**src/rtl/voice_allocator.sv**
```systemverilog
// rtl/voice_allocator.sv - polyphonic voice allocator driving per-voice adsr gates
//
// Ports:
//   clk        system clock, all state changes on its rising edge
//   reset      asynchronous active-high reset, clears all state
//   ev_valid   note event present
//   ev_ready   allocator accepts an event this cycle (decoded from FSM state)
//   ev_on      1 = note-on, 0 = note-off
//   ev_note    note number of the event
//   active     bit i = active output of voice i's envelope
//   gate       bit i = gate to voice i's envelope
//   voice_note voice i's note at [i*NOTE_BITS +: NOTE_BITS]
//   stolen     high for the single re-gate cycle of a stolen voice
module voice_allocator #(
    parameter int VOICES    = 4,
    parameter int NOTE_BITS = 7
) (
    input  logic                        clk,
    input  logic                        reset,
    input  logic                        ev_valid,
    output logic                        ev_ready,
    input  logic                        ev_on,
    input  logic [NOTE_BITS-1:0]        ev_note,
    input  logic [VOICES-1:0]           active,
    output logic [VOICES-1:0]           gate,
    output logic [VOICES*NOTE_BITS-1:0] voice_note,
    output logic                        stolen
);

    localparam int AW = $clog2(VOICES);

    typedef enum logic {
        READY  = 1'b0,
        RETRIG = 1'b1
    } state_t;

    state_t              state;
    logic [VOICES-1:0]   gate_q;
    logic [NOTE_BITS-1:0] note_q [VOICES];
    // age 0 = most recently assigned, VOICES-1 = oldest; always a permutation
    logic [AW-1:0]       age_q  [VOICES];
    logic [AW-1:0]       retrig_idx;
    logic                stolen_q;

    // candidate searches over the registered state
    logic                hit_found;
    logic [AW-1:0]       hit_idx;
    logic                idle_found;
    logic [AW-1:0]       idle_idx;
    logic                rel_found;
    logic [AW-1:0]       rel_idx;
    logic [AW-1:0]       rel_age;
    logic [AW-1:0]       oldest_idx;

    // chosen note-on target
    logic [AW-1:0]       tgt;
    logic                tgt_regate;
    logic                tgt_steal;

    always_comb begin
        hit_found  = 1'b0;
        hit_idx    = '0;
        idle_found = 1'b0;
        idle_idx   = '0;
        // descending scans so the lowest matching index is the one left standing
        for (int i = VOICES - 1; i >= 0; i--) begin
            if (gate_q[i] && (note_q[i] == ev_note)) begin
                hit_found = 1'b1;
                hit_idx   = AW'(i);
            end
            if (!gate_q[i] && !active[i]) begin
                idle_found = 1'b1;
                idle_idx   = AW'(i);
            end
        end
    end

    always_comb begin
        rel_found  = 1'b0;
        rel_idx    = '0;
        rel_age    = '0;
        oldest_idx = '0;
        // ages are unique, so strict comparisons give a single winner
        for (int i = 0; i < VOICES; i++) begin
            if (!gate_q[i] && (!rel_found || (age_q[i] > rel_age))) begin
                rel_found = 1'b1;
                rel_idx   = AW'(i);
                rel_age   = age_q[i];
            end
            if (age_q[i] == AW'(VOICES - 1)) begin
                oldest_idx = AW'(i);
            end
        end
    end

    always_comb begin
        tgt        = oldest_idx;
        tgt_regate = 1'b1;
        tgt_steal  = 1'b1;
        if (hit_found) begin
            tgt        = hit_idx;
            tgt_regate = 1'b1;
            tgt_steal  = 1'b0;
        end else if (idle_found) begin
            tgt        = idle_idx;
            tgt_regate = 1'b0;
            tgt_steal  = 1'b0;
        end else if (rel_found) begin
            tgt        = rel_idx;
            tgt_regate = 1'b0;
            tgt_steal  = 1'b0;
        end
    end

    always_ff @(posedge clk or posedge reset) begin
        if (reset) begin
            state      <= READY;
            gate_q     <= '0;
            retrig_idx <= '0;
            stolen_q   <= 1'b0;
            for (int i = 0; i < VOICES; i++) begin
                note_q[i] <= '0;
                age_q[i]  <= AW'(VOICES - 1 - i);
            end
        end else begin
            case (state)
                READY: begin
                    if (ev_valid) begin
                        if (ev_on) begin
                            note_q[tgt] <= ev_note;
                            for (int i = 0; i < VOICES; i++) begin
                                if (age_q[i] < age_q[tgt]) begin
                                    age_q[i] <= age_q[i] + AW'(1);
                                end
                            end
                            age_q[tgt] <= '0;
                            if (tgt_regate) begin
                                // drop the gate now, raise it next cycle so the
                                // envelope sees a clean falling then rising edge
                                gate_q[tgt] <= 1'b0;
                                retrig_idx  <= tgt;
                                stolen_q    <= tgt_steal;
                                state       <= RETRIG;
                            end else begin
                                gate_q[tgt] <= 1'b1;
                            end
                        end else if (hit_found) begin
                            // note stays put so the release tail keeps its pitch
                            gate_q[hit_idx] <= 1'b0;
                        end
                    end
                end
                RETRIG: begin
                    gate_q[retrig_idx] <= 1'b1;
                    stolen_q           <= 1'b0;
                    state              <= READY;
                end
                default: begin
                    state <= READY;
                end
            endcase
        end
    end

    assign ev_ready = (state == READY);
    assign gate     = gate_q;
    assign stolen   = stolen_q;

    for (genvar g = 0; g < VOICES; g++) begin : g_note
        assign voice_note[g*NOTE_BITS +: NOTE_BITS] = note_q[g];
    end

endmodule
```
**config.mk**
```make
export PLATFORM = sky130hd
export DESIGN_NAME = voice_allocator
export DESIGN_NICKNAME = d
export VERILOG_FILES = /design/src/rtl/voice_allocator.sv
export SDC_FILE = /design/constraint.sdc
export NUM_CORES = 1
export LEC_CHECK = 0
export BUFFER_PORTS_ARGS = -buffer_cell sky130_fd_sc_hd__buf_2
export CAP_MARGIN = 10
export CORE_ASPECT_RATIO = 0.75
export CORE_MARGIN = 5
export CORE_UTILIZATION = 50
export CTS_CLUSTER_SIZE = 40
export DETAILED_ROUTE_END_ITERATION = 12
export GPL_TIMING_DRIVEN = 0
export PLACE_DENSITY = 0.82
export RECOVER_POWER = 25
export SLEW_MARGIN = 20
export SYNTH_ARGS = -nofsm -noshare
export SYNTH_HDL_FRONTEND = slang
export SYNTH_SLANG_ARGS = --single-unit
```
**constraint.sdc**
```tcl
create_clock -name clk -period 5.76 [get_ports clk]
set_input_delay 1.152 -clock clk [delete_from_list [all_inputs] [get_ports clk]]
set_output_delay 1.152 -clock clk [all_outputs]
set_load 0.03 [all_outputs]
```
Yosys cells after proc, flatten, opt, wreduce, memory -nomap -nowiden
Index checks and enable logic that the tools add are counted.
Cells by class
  $add $sub $neg: 4
  $mul: 0
  divide/modulo/power cells: 0
  $lt $le $gt $ge: 15
  equal/unequal tests: 11
  shift operators: 0
  mux-type cells: 79
  bitwise operators: 10
  reduce and logical (&&, ||, !) cells: 32
Operators by type and width (number)
  2-to-1 mux 2 bit: 37
  bitwise mux 28 bit: 1
  equality test 7 bit: 4
  2-to-1 mux 1 bit: 27
  2-to-1 mux 4 bit: 4
  logical AND 1 bit: 15
  demux 7 bit (select 2 bit): 1
  logical NOT 1 bit: 10
  less-than comparator 2 x 3 -> 1 bit, second input constant: 3
  adder 2 x 1 -> 2 bit, second input constant: 4
  bitwise AND 4 bit: 2
  bitwise AND 8 bit: 1
  less-than comparator 2 bit: 4
  NOT 4 bit: 2
  NOT 8 bit: 1
  OR 4 bit: 2
  case mux 4 bit (2 select lines): 1
  2-to-1 mux 7 bit: 1
  demux 1 bit (select 2 bit): 3
  equality test 2 bit, second input constant: 3
  >= comparator 2 x 1 -> 1 bit, second input constant: 3
  greater-than comparator 2 bit: 3
  AND reduction 3 bit: 2
  binary-select mux 2 bit (select 2 bit): 1
  12 further kinds: 16
Word-level totals
  flip-flop bits (word level): 44
  latch bits: 0
  bits in writable memories: 0
  ROM bits: 0
  bits of input ports: 15
  output and inout port bits: 34
  logic and storage cells: 163
  memories kept: 0

Logic depth before layout (Yosys ltp)
Gate-level depths: netlist (run 1).
  depth after elaboration: 26
  depth in mapped cells: 27
  gate-level depth less buffers: 26

Worst setup path after synthesis (run 1)
Ideal clock, no wire load.
  path kind: reg2reg
  start: reg with a tool-made name
  end: reg age_q[7] in the netlist's numbering
  setup time: 80 ps
  arrival time: 5693 ps
  data required time: 5680 ps
  setup slack: -13 ps
  cell stages (with the launch flop): 23
  buffers on the path: 1
  clock period less this slack: 5773 ps
  path through: dfrtp_1 buf_2 nand2b_1 ha_1 nor2b_1 o311ai_1 mux2_2 ha_1 nor2b_1 o21ai_0 a21oi_1 mux2_2 ha_1 a21oi_1 o21ai_0 a221o_1 a311oi_4 nor2_4 mux2_2 ha_1 or3_1 a21oi_1 o21ai_1
RTL lines
  end signal, assigned by index: RTL line 123  | age_q[i] <= AW'(VOICES - 1 - i);
  end signal, assigned by index: RTL line 133  | age_q[i] <= age_q[i] + AW'(1);
  end, declared: RTL line 41  | logic [AW-1:0] age_q [VOICES];

==> flow_summary.json, run 1 <==
{
  "final_antenna_net_count": 0,
  "crit_chain": "buf_4, nand2b_1, ha_1, nor2b_1, o311ai_2, mux2_4, ha_4, nor2b_4, o21ai_1, a21oi_2, mux2_2, ha_1, nor2b_1, o21ai_1, a31oi_2, o311ai_4, buf_6, o21ai_0, mux2_4, ha_1, or3_4, nor3_1, nand2_1, o21ai_1",
  "syn_inst": 313,
  "wl_per_cell_um": 19.06,
  "cp-start-kind": "flip-flop",
  "final_cells": 450,
  "setup_ws_ns": 0.1945,
  "diodes": 0,
  "drive_gt1_share_pct": 32.53,
  "final_nets": 399,
  "routed-wl-met3_um": 771,
  "tightest_slew_ns": 1.748,
  "syn_avg_cell_area_um2": 9.866,
  "fin_crit_sh_pct": 96.62,
  "clkLatencyLatePin_ns": 0.31,
  "postSynthRegisterBits": 44,
  "antenna_found_initial": 0,
  "htreeDepth": 2,
  "max_stage_delay_ns": 0.41,
  "holdCritPathClass": "reg -> reg",
  "violations": "capacitance limit, slew limit",
  "gp_congestion": 0.9783,
  "numCtsBuffers": 5,
  "wl_mm": 8.575,
  "critPathKind": "reg -> reg",
  "wl_met1_mm": 4.011,
  "pin_count": 49,
  "cts_tree": "done",
  "rows": 24,
  "peakVddDrop_v": 0.0004229,
  "fmax_mhz": 179.7,
  "areaGrowthSynthToFinish_pct": 18.36,
  "crit_path_end_kind": "flip-flop",
  "grt_pass1_wl_mm": 13.72,
  "cpMaxStageDelayCell": "dfrtp_2",
  "nFillCells": 498,
  "setup_viol": 0,
  "reg2reg_slack_ns": 0.19,
  "synthFlopType": "dfrtp_1",
  "synth_area_um2": 3088,
  "cts_root_buffer": "clkbuf_8",
  "die_x_um": 100.7,
  "clockBufferDepth": 2,
  "initialDrtViolationCount": 287,
  "p_per_area_nw_per_um2": 744.4,
  "yosys_warnings": 0,
  "min_period_ns": 5.565,
  "grt_usage_pct": 21.99,
  "whs_path_depth": 2,
  "dp_cells": 433,
  "first_pass_iters": 5,
  "report.final.slew_viol_count": 33,
  "grt_max_degree": 33,
  "grt_remaining_overflow": 0,
  "fin_hold_ws_ns": 0.5238,
  "slew_headroom_pct": -16.55,
  "ys_types": 65,
  "post-dp-hpwl_mm": 6.551,
  "setup-tns-final_ns": 0,
  "maxCapViolations": 1,
  "grt_pass1_vias": 2627,
  "start_util_pct": 52.20,
  "run_status": "complete, but fails checks",
  "core_um2": 5916,
  "holdBufCountCts": 0,
  "io_buffers": 41,
  "synth-seq-area-share_pct": 35.82,
  "fp.dieH_um": 78.06,
  "p_leak_uw": 0.001581,
  "dieArea_um2": 7864,
  "skew_ns": 0.005942,
  "cts.sinks": 44,
  "synthesis.nets": 341,
  "min_from": "age_q[7]",
  "worst_hold_path.endpoint": "age_q[7]",
  "crit_required_ns": 6.00,
  "reg2reg_depth": 24,
  "path_max_fanout": 10,
  "finalHoldViolations": 0,
  "critical_path_arrival_ns": 5.81,
  "path_clk_slew_ns": 0.09,
  "async_reset_ff_share_pct": 100.0,
  "post_drt_via_cell_ratio": 6.202,
  "wl_met2_mm": 3.655,
  "synth_edf_count": 0,
  "drc": 0,
  "num_vias": 2791,
  "top_layer": "met4",
  "r2r_end": "age_q[7]",
  "dp_slack_ns": -0.4214
}
## worst max-delay path by stage
stage	startpoint	to	slack [ns]	depth (start not counted)
finish	flip-flop	age_q[7]	0.19	24
floorplan	flip-flop	age_q[7]	0.03	23
detailed placement	flip-flop	age_q[7]	-0.42	23
global placement	flip-flop	age_q[7]	-0.31	23
global route	flip-flop	age_q[7]	-0.05	24
CTS	flip-flop	age_q[7]	0.009	23
## cell type report
cell class | count | area [µm²] | share of cell area [%]
clock inverter | 3 | 46.29 | 1.267
clock buffer | 5 | 68.82 | 1.883
timing repair buffer | 51 | 276.5 | 7.566
multi-input combinational | 238 | 1914 | 52.38
tap | 78 | 97.59 | 2.670
buffer | 18 | 95.09 | 2.602
inverter | 13 | 48.80 | 1.335
sequential | 44 | 1107 | 30.30
## per-layer routing
metal  vias to the layer above  GRT usage, %
met3                        17         4.783
met1                      1363         33.54
li1                       1282             -
met4                         0         5.384
met5                         -             0
met2                       129         31.47
## through the flow
step                total power, µW  util (%)  instance area, µm²
detailed placement             2236     57.66                3411
global placement               2177     57.32                3391
floorplan                      1828         -                3088
finish                         2721     61.78                3655
global route                   2911     61.78                3655
CTS                            2573     60.87                3601
## worst max-delay path, delay by kind of cell, from the launching register on
kind,cells,cell delay (ns)
buffers and inverters,2,0.36
flip-flops,1,0.41
adder cells (fa/ha/maj),4,1.18
AO/OA/AOI/OAI,8,1.37
AND/OR/NAND/NOR,7,1.15
multiplexers,3,1.05
## flip-flops by register name, summed over array words and instances, names as in the netlist, named ones only
register / flops
stolen: 1
retrig_idx: 2
voice_note: 28
state: 1
age_q: 8
## repair_timing
| item | CTS | global route |
|---|---|---|
| pin swaps | 6 | 7 |
| gates resized for setup | 8 | 9 |
| setup endpoints to repair | 8 | 29 |
| setup buffers | 6 | 3 |
## power by group
part	internal [µW]	switching, µW
sequential	468	148
clock	131	125
combinational	774	1070
total	1370	1350
## synth_stat cells (5+ instances only)
cell | n | area, µm²
nand4_1 | 11 | 68.82
nor2_1 | 18 | 67.56
a31oi_1 | 8 | 50.05
mux2_1 | 7 | 78.83
mux2_2 | 25 | 281.5
ha_1 | 13 | 162.7
dfrtp_1 | 40 | 1001
a21oi_1 | 17 | 85.08
mux2i_1 | 5 | 50.05
xor2_1 | 13 | 113.9
inv_1 | 13 | 48.80
nand3_1 | 6 | 30.03
nand2_1 | 14 | 52.55
nor2b_1 | 5 | 31.28
buf_2 | 11 | 55.05
clkbuf_1 | 5 | 18.77
xnor2_1 | 15 | 131.4
o21ai_0 | 15 | 75.07
## cell families (layout without fill, tap and decap cells)
family	Yosys count	after routing	share of synthesized area, %
flops	44	44	35.82
fa+ha+maj	13	13	5.268
compound gates	83	83	19.49
mux	37	37	13.29
simple gates	77	77	13.74
xor+xnor	28	28	7.942
buf+inv	31	90	4.457
## cells in the final DEF, fill, tap and decap left out, types with 5 or more instances in the layout
cell type  instances
o21ai_1            6
xnor2_1           15
a21oi_1           14
dfrtp_1           39
nand3_1            6
a31oi_1            7
o21ai_0           13
buf_2             51
nor2_1            18
buf_4             11
mux2_1             7
ha_1              11
nand4_1           11
mux2i_1            5
nand2_1           14
xor2_1            13
clkbuf_8           5
inv_1             13
clkbuf_1           6
mux2_2            23
Power figures use the tool's default switching activity.
==> inputs of run 2 (changes only) <==
--- a/config.mk
+++ b/config.mk
@@ -12,8 +12,9 @@
 export CORE_UTILIZATION = 50
 export CTS_CLUSTER_SIZE = 40
 export DETAILED_ROUTE_END_ITERATION = 12
+export GPL_ROUTABILITY_DRIVEN = 0
 export GPL_TIMING_DRIVEN = 0
-export PLACE_DENSITY = 0.82
+export PLACE_DENSITY = 0.79
 export RECOVER_POWER = 25
 export SLEW_MARGIN = 20
 export SYNTH_ARGS = -nofsm -noshare
==> constraint.sdc (replaced) <==
create_clock -name clk -period 7.2 [get_ports clk]
set_input_delay 1.44 -clock clk [delete_from_list [all_inputs] [get_ports clk]]
set_output_delay 1.44 -clock clk [all_outputs]
set_load 0.03 [all_outputs]
==> flow_summary.json, run 2 (synthesized netlist as in run 1, its figures left out) <==
{
  "run_status": "complete, but fails checks",
  "violations": "capacitance limit, slew limit",
  "nFillCells": 493,
  "largest_register_ffs": 28,
  "rsz0062_at_grt": "no",
  "grt_max_degree": 35,
  "cts_tree": "done",
  "report.final.slew_viol_count": 35,
  "tightest_slew_ns": 1.859,
  "fp.dieH_um": 78.06,
  "crit_family": "compound AO/OA/AOI/OAI gates",
  "numCtsBuffers": 5,
  "cts.sinks": 44,
  "post_drt_via_cell_ratio": 6.347,
  "first_pass_iters": 5,
  "finalHoldViolations": 0,
  "routed-wl-met3_um": 901,
  "clkLatencyLatePin_ns": 0.31,
  "grt_usage_pct": 22.13,
  "setup_viol": 0,
  "dieArea_um2": 7864,
  "reg2reg_slack_ns": 0.90,
  "post-dp-hpwl_mm": 6.375,
  "cp-start-kind": "flip-flop",
  "max_stage_delay_ns": 0.50,
  "grt_remaining_overflow": 0,
  "grt_pass1_vias": 2681,
  "antenna_found_initial": 0,
  "maxCapViolations": 1,
  "initialDrtViolationCount": 387,
  "skew_ns": 0.006307,
  "holdBufCountCts": 0,
  "cp_num_buf_inv": 1,
  "num_vias": 2799,
  "drive_gt1_share_pct": 28.10,
  "htreeDepth": 2,
  "setup-tns-final_ns": 0,
  "critical_path_arrival_ns": 6.55,
  "diodes": 0,
  "whs_path_depth": 2,
  "final_antenna_net_count": 0,
  "peakVddDrop_v": 0.0003198,
  "final_nets": 390,
  "path_clk_slew_ns": 0.09,
  "path_max_fanout": 10,
  "power_uw": 2017,
  "rows": 24,
  "die_x_um": 100.7,
  "reg2reg_depth": 23,
  "crit_chain": "buf_2, nand2b_1, ha_1, nor2b_1, o311ai_1, mux2_2, ha_1, nor2b_1, o21ai_0, a21oi_1, mux2_2, ha_1, a21oi_1, o21ai_0, a221o_1, a311oi_4, nor2_4, mux2_2, ha_1, or3_1, nor3_1, nand2_1, o21ai_1",
  "pin_count": 49,
  "io_buffers": 41,
  "grt_pass1_wl_mm": 13.91,
  "wl_met2_mm": 3.429,
  "cpMaxStageDelayCell": "a311oi_4",
  "critPathKind": "reg -> reg",
  "cts_root_buffer": "clkbuf_8",
  "wl_met1_mm": 3.783,
  "areaGrowthSynthToFinish_pct": 13.86,
  "postCtsSetupBuffers": 0,
  "fin_crit_sh_pct": 87.55,
  "crit_cells": 23,
  "final_cell_mix": "52 x buf_2, 40 x dfrtp_1, 25 x mux2_2, 18 x nor2_1, 17 x a21oi_1",
  "fin_hold_ws_ns": 0.5292,
  "crit_required_ns": 7.45,
  "final_util_pct": 59.43,
  "fmax_mhz": 158.6,
  "p_per_area_nw_per_um2": 573.6,
  "slew_headroom_pct": -23.91,
  "cts.repair.resized": 0,
  "crit_path_end_kind": "flip-flop",
  "top_layer": "met4",
  "final_common_cell": "buf_2",
  "core_um2": 5916,
  "drc": 0,
  "wl_per_cell_um": 18.80,
  "start_util_pct": 52.20,
  "min_period_ns": 6.303,
  "p_leak_uw": 0.001522,
  "wl_mm": 8.289,
  "clockBufferDepth": 2,
  "worst_path_most_repeated_cell": "ha_1",
  "holdCritPathClass": "reg -> reg"
}
==> run 2: changes by cell type in the layout (fill, tap and decap cells not counted), sizes merged <==
cell      delta
clkinvlp     -1
clkbuf       +1
clkinv       +1
buf          -9
inv          -1
==> run 2: worst paths after layout <==
path,end,from
setup / recovery,age_q[7],flip-flop
hold / removal,age_q[7],age_q[7]
setup reg to reg,age_q[7],flip-flop
hold reg to reg,age_q[7],age_q[7]
max in group asynchronous,voice_note[9],reset
min in group asynchronous,async pin,reset
==> run 2: cell type report <==
class,instances,area [µm²],area share [%]
Buffer,18,88.84,2.527
Clock buffer,6,82.58,2.349
Clock inverter,2,38.79,1.103
Inverter,13,48.80,1.388
Multi-Input combinational cell,238,1844,52.46
Sequential cell,44,1106,31.46
Tap cell,78,97.59,2.776
Timing Repair Buffer,42,209.0,5.943
==> run 2: through the flow <==
| step | area [µm²] | cells | setup slack [ns] |
|---|---|---|---|
| after floorplan | 3088 | 313 | 1.427 |
| after global placement | 3391 | 432 | 1.107 |
| after detailed placement | 3411 | 433 | 0.9964 |
| after CTS | 3532 | 441 | 0.9655 |
| after global routing | 3516 | 441 | 0.5364 |
| final | 3516 | 441 | 0.8965 |
==> run 2: layer usage <==
layer | vias to the layer above | global-route usage, %
met2 | 145 | 30.49
met4 | 0 | 6.191
met1 | 1355 | 32.65
li1 | 1274 | -
met3 | 25 | 7.617
met5 | - | 0
==> run 2: power by group <==
group          switching, µW  internal [µW]
sequential               117            374
combinational            807            511
clock                   94.2            114
==> run 2: worst reg2reg max path, cell delays in order, from the launching register on <==
cell	delay, ns
dfrtp_1	0.44
buf_2	0.22
nand2b_1	0.18
ha_1	0.29
nor2b_1	0.14
o311ai_1	0.44
mux2_2	0.41
ha_1	0.32
nor2b_1	0.18
o21ai_0	0.09
a21oi_1	0.23
mux2_2	0.38
ha_1	0.28
a21oi_1	0.15
o21ai_0	0.13
a221o_1	0.41
a311oi_4	0.50
nor2_4	0.15
mux2_2	0.36
ha_1	0.31
or3_1	0.35
nor3_1	0.15
nand2_1	0.08
o21ai_1	0.08
==> inputs of run 3 (changes only) <==
--- a/config.mk
+++ b/config.mk
@@ -5,16 +5,16 @@
 export SDC_FILE = /design/constraint.sdc
 export NUM_CORES = 1
 export LEC_CHECK = 0
-export BUFFER_PORTS_ARGS = -buffer_cell sky130_fd_sc_hd__buf_2
 export CAP_MARGIN = 10
 export CORE_ASPECT_RATIO = 0.75
 export CORE_MARGIN = 5
 export CORE_UTILIZATION = 50
 export CTS_CLUSTER_SIZE = 40
 export DETAILED_ROUTE_END_ITERATION = 12
+export DONT_BUFFER_PORTS = 1
 export GPL_ROUTABILITY_DRIVEN = 0
 export GPL_TIMING_DRIVEN = 0
-export PLACE_DENSITY = 0.79
+export PLACE_DENSITY = 0.72
 export RECOVER_POWER = 25
 export SLEW_MARGIN = 20
 export SYNTH_ARGS = -nofsm -noshare
==> flow_summary.json, run 3 (synthesized netlist as in run 1, its figures left out) <==
{
  "run_status": "complete, but fails checks",
  "violations": "capacitance limit, slew limit",
  "initialDrtViolationCount": 233,
  "cpMaxStageDelayCell": "dfrtp_1",
  "dieArea_um2": 7864,
  "path_clk_slew_ns": 0.09,
  "peakVddDrop_v": 0.0002890,
  "postCtsSetupBuffers": 0,
  "antenna_found_initial": 0,
  "cts_tree": "done",
  "post-dp-hpwl_mm": 6.093,
  "fmax_mhz": 151.4,
  "fin_crit_sh_pct": 91.76,
  "htreeDepth": 2,
  "num_vias": 2574,
  "whs_path_depth": 2,
  "areaGrowthSynthToFinish_pct": 7.131,
  "post_drt_via_cell_ratio": 6.435,
  "setup_viol": 0,
  "reg2reg_depth": 24,
  "final_util_pct": 55.92,
  "nFillCells": 496,
  "cp-start-kind": "flip-flop",
  "io_buffers": 0,
  "reg2reg_slack_ns": 0.59,
  "power_uw": 1913,
  "tightest_slew_ns": 1.761,
  "critPathKind": "reg -> reg",
  "crit_required_ns": 7.44,
  "final_cell_mix": "40 x dfrtp_1, 25 x mux2_2, 18 x nor2_1, 17 x a21oi_1",
  "start_util_pct": 52.20,
  "numCtsBuffers": 5,
  "p_per_area_nw_per_um2": 578.2,
  "grt_max_degree": 33,
  "grt_remaining_overflow": 0,
  "cts.sinks": 44,
  "pin_count": 49,
  "skew_ns": 0.006961,
  "drive_gt1_share_pct": 18.94,
  "holdBufCountCts": 0,
  "largest_register_ffs": 28,
  "wl_mm": 7.743,
  "die_x_um": 100.7,
  "report.final.slew_viol_count": 33,
  "final_antenna_net_count": 0,
  "fin_hold_ws_ns": 0.5127,
  "clkLatencyLatePin_ns": 0.31,
  "first_pass_iters": 5,
  "path_max_fanout": 10,
  "grt_usage_pct": 20.38,
  "core_um2": 5916,
  "max_stage_delay_ns": 0.64,
  "wl_per_cell_um": 19.36,
  "critical_path_arrival_ns": 6.85,
  "holdCritPathClass": "reg -> reg",
  "drc": 0,
  "grt_pass1_wl_mm": 12.69,
  "fp.dieH_um": 78.06,
  "slew_headroom_pct": -17.41,
  "final_cells": 400,
  "finalHoldViolations": 0,
  "cts.repair.resized": 0,
  "final_nets": 349,
  "cts_root_buffer": "clkbuf_8",
  "p_leak_uw": 0.001355,
  "clockBufferDepth": 2,
  "crit_chain": "buf_2, nand2b_1, ha_1, nor2b_1, o311ai_1, mux2_2, ha_1, nor2b_1, o21ai_0, a21oi_1, mux2_2, ha_1, nor2b_1, o21ai_0, a31oi_1, o311ai_4, buf_4, o21ai_0, mux2_2, ha_1, or3_1, nor3_1, nand2_1, o21ai_1",
  "maxCapViolations": 1,
  "crit_path_end_kind": "flip-flop",
  "final_common_cell": "dfrtp_1",
  "min_period_ns": 6.607,
  "worst_path_most_repeated_cell": "ha_1",
  "rsz0062_at_grt": "no",
  "rows": 24,
  "dp_cells": 392,
  "grt_pass1_vias": 2330,
  "diodes": 0,
  "setup-tns-final_ns": 0
}
## run 3: changes by cell type in the layout (fill, tap and decap cells not counted)
cell and delta:
buf_2 -41, clkbuf_8 -1, clkinv_4 -1, inv_6 +1, inv_8 +1
## run 3: layout make-up
type                    instances  area [µm²]  area share (%)
plain buffers                  18       88.84           2.685
clock buffers                   5       68.82           2.080
clock inverters                 3       50.05           1.513
inverters                      13       48.80           1.475
multi-input cells             238        1844           55.75
flip-flops and latches         44        1106           33.43
well taps                      78       97.59           2.950
repair buffers                  1       3.754          0.1135
## run 3: path summary, 6_finish.rpt
path                           start              to
setup / recovery           flip-flop        age_q[7]
setup reg to reg           flip-flop        age_q[7]
min in group asynchronous      reset           state
hold reg to reg             age_q[7]        age_q[7]
max in group asynchronous      reset  voice_note[18]
hold / removal              age_q[7]        age_q[7]
## run 3: power by group
group          switching [µW]  internal, µW  total (µW)
Clock                    98.9           107         206
Combinational             568           446        1010
Sequential                323           370         693
Total                     990           923        1910
## run 3: routing by layer
metal	part of all wire, %	up-vias	GRT usage (%)
met5	0	-	0
met4	0.96	0	4.172
met3	10	10	5.669
met2	42	128	27.79
met1	47	1250	31.88
li1	-	1186	-
## run 3: critical path, delay by kind of cell, from the launching register on
family                   cells  cell delay [ns]
multiplexers                 3             1.10
AND/OR/NAND/NOR              7             1.15
AO/OA/AOI/OAI                8             1.93
adder cells (fa/ha/maj)      4             1.14
flip-flops                   1             0.64
buffers and inverters        2             0.58
## run 3: metrics by stage
| step | worst slack (ns) | area [µm²] |
|---|---|---|
| after floorplan | 1.427 | 3088 |
| after global placement | 0.8405 | 3186 |
| after detailed placement | 0.7508 | 3206 |
| after CTS | 0.7246 | 3324 |
| after global routing | 0.1865 | 3308 |
| final | 0.5932 | 3308 |
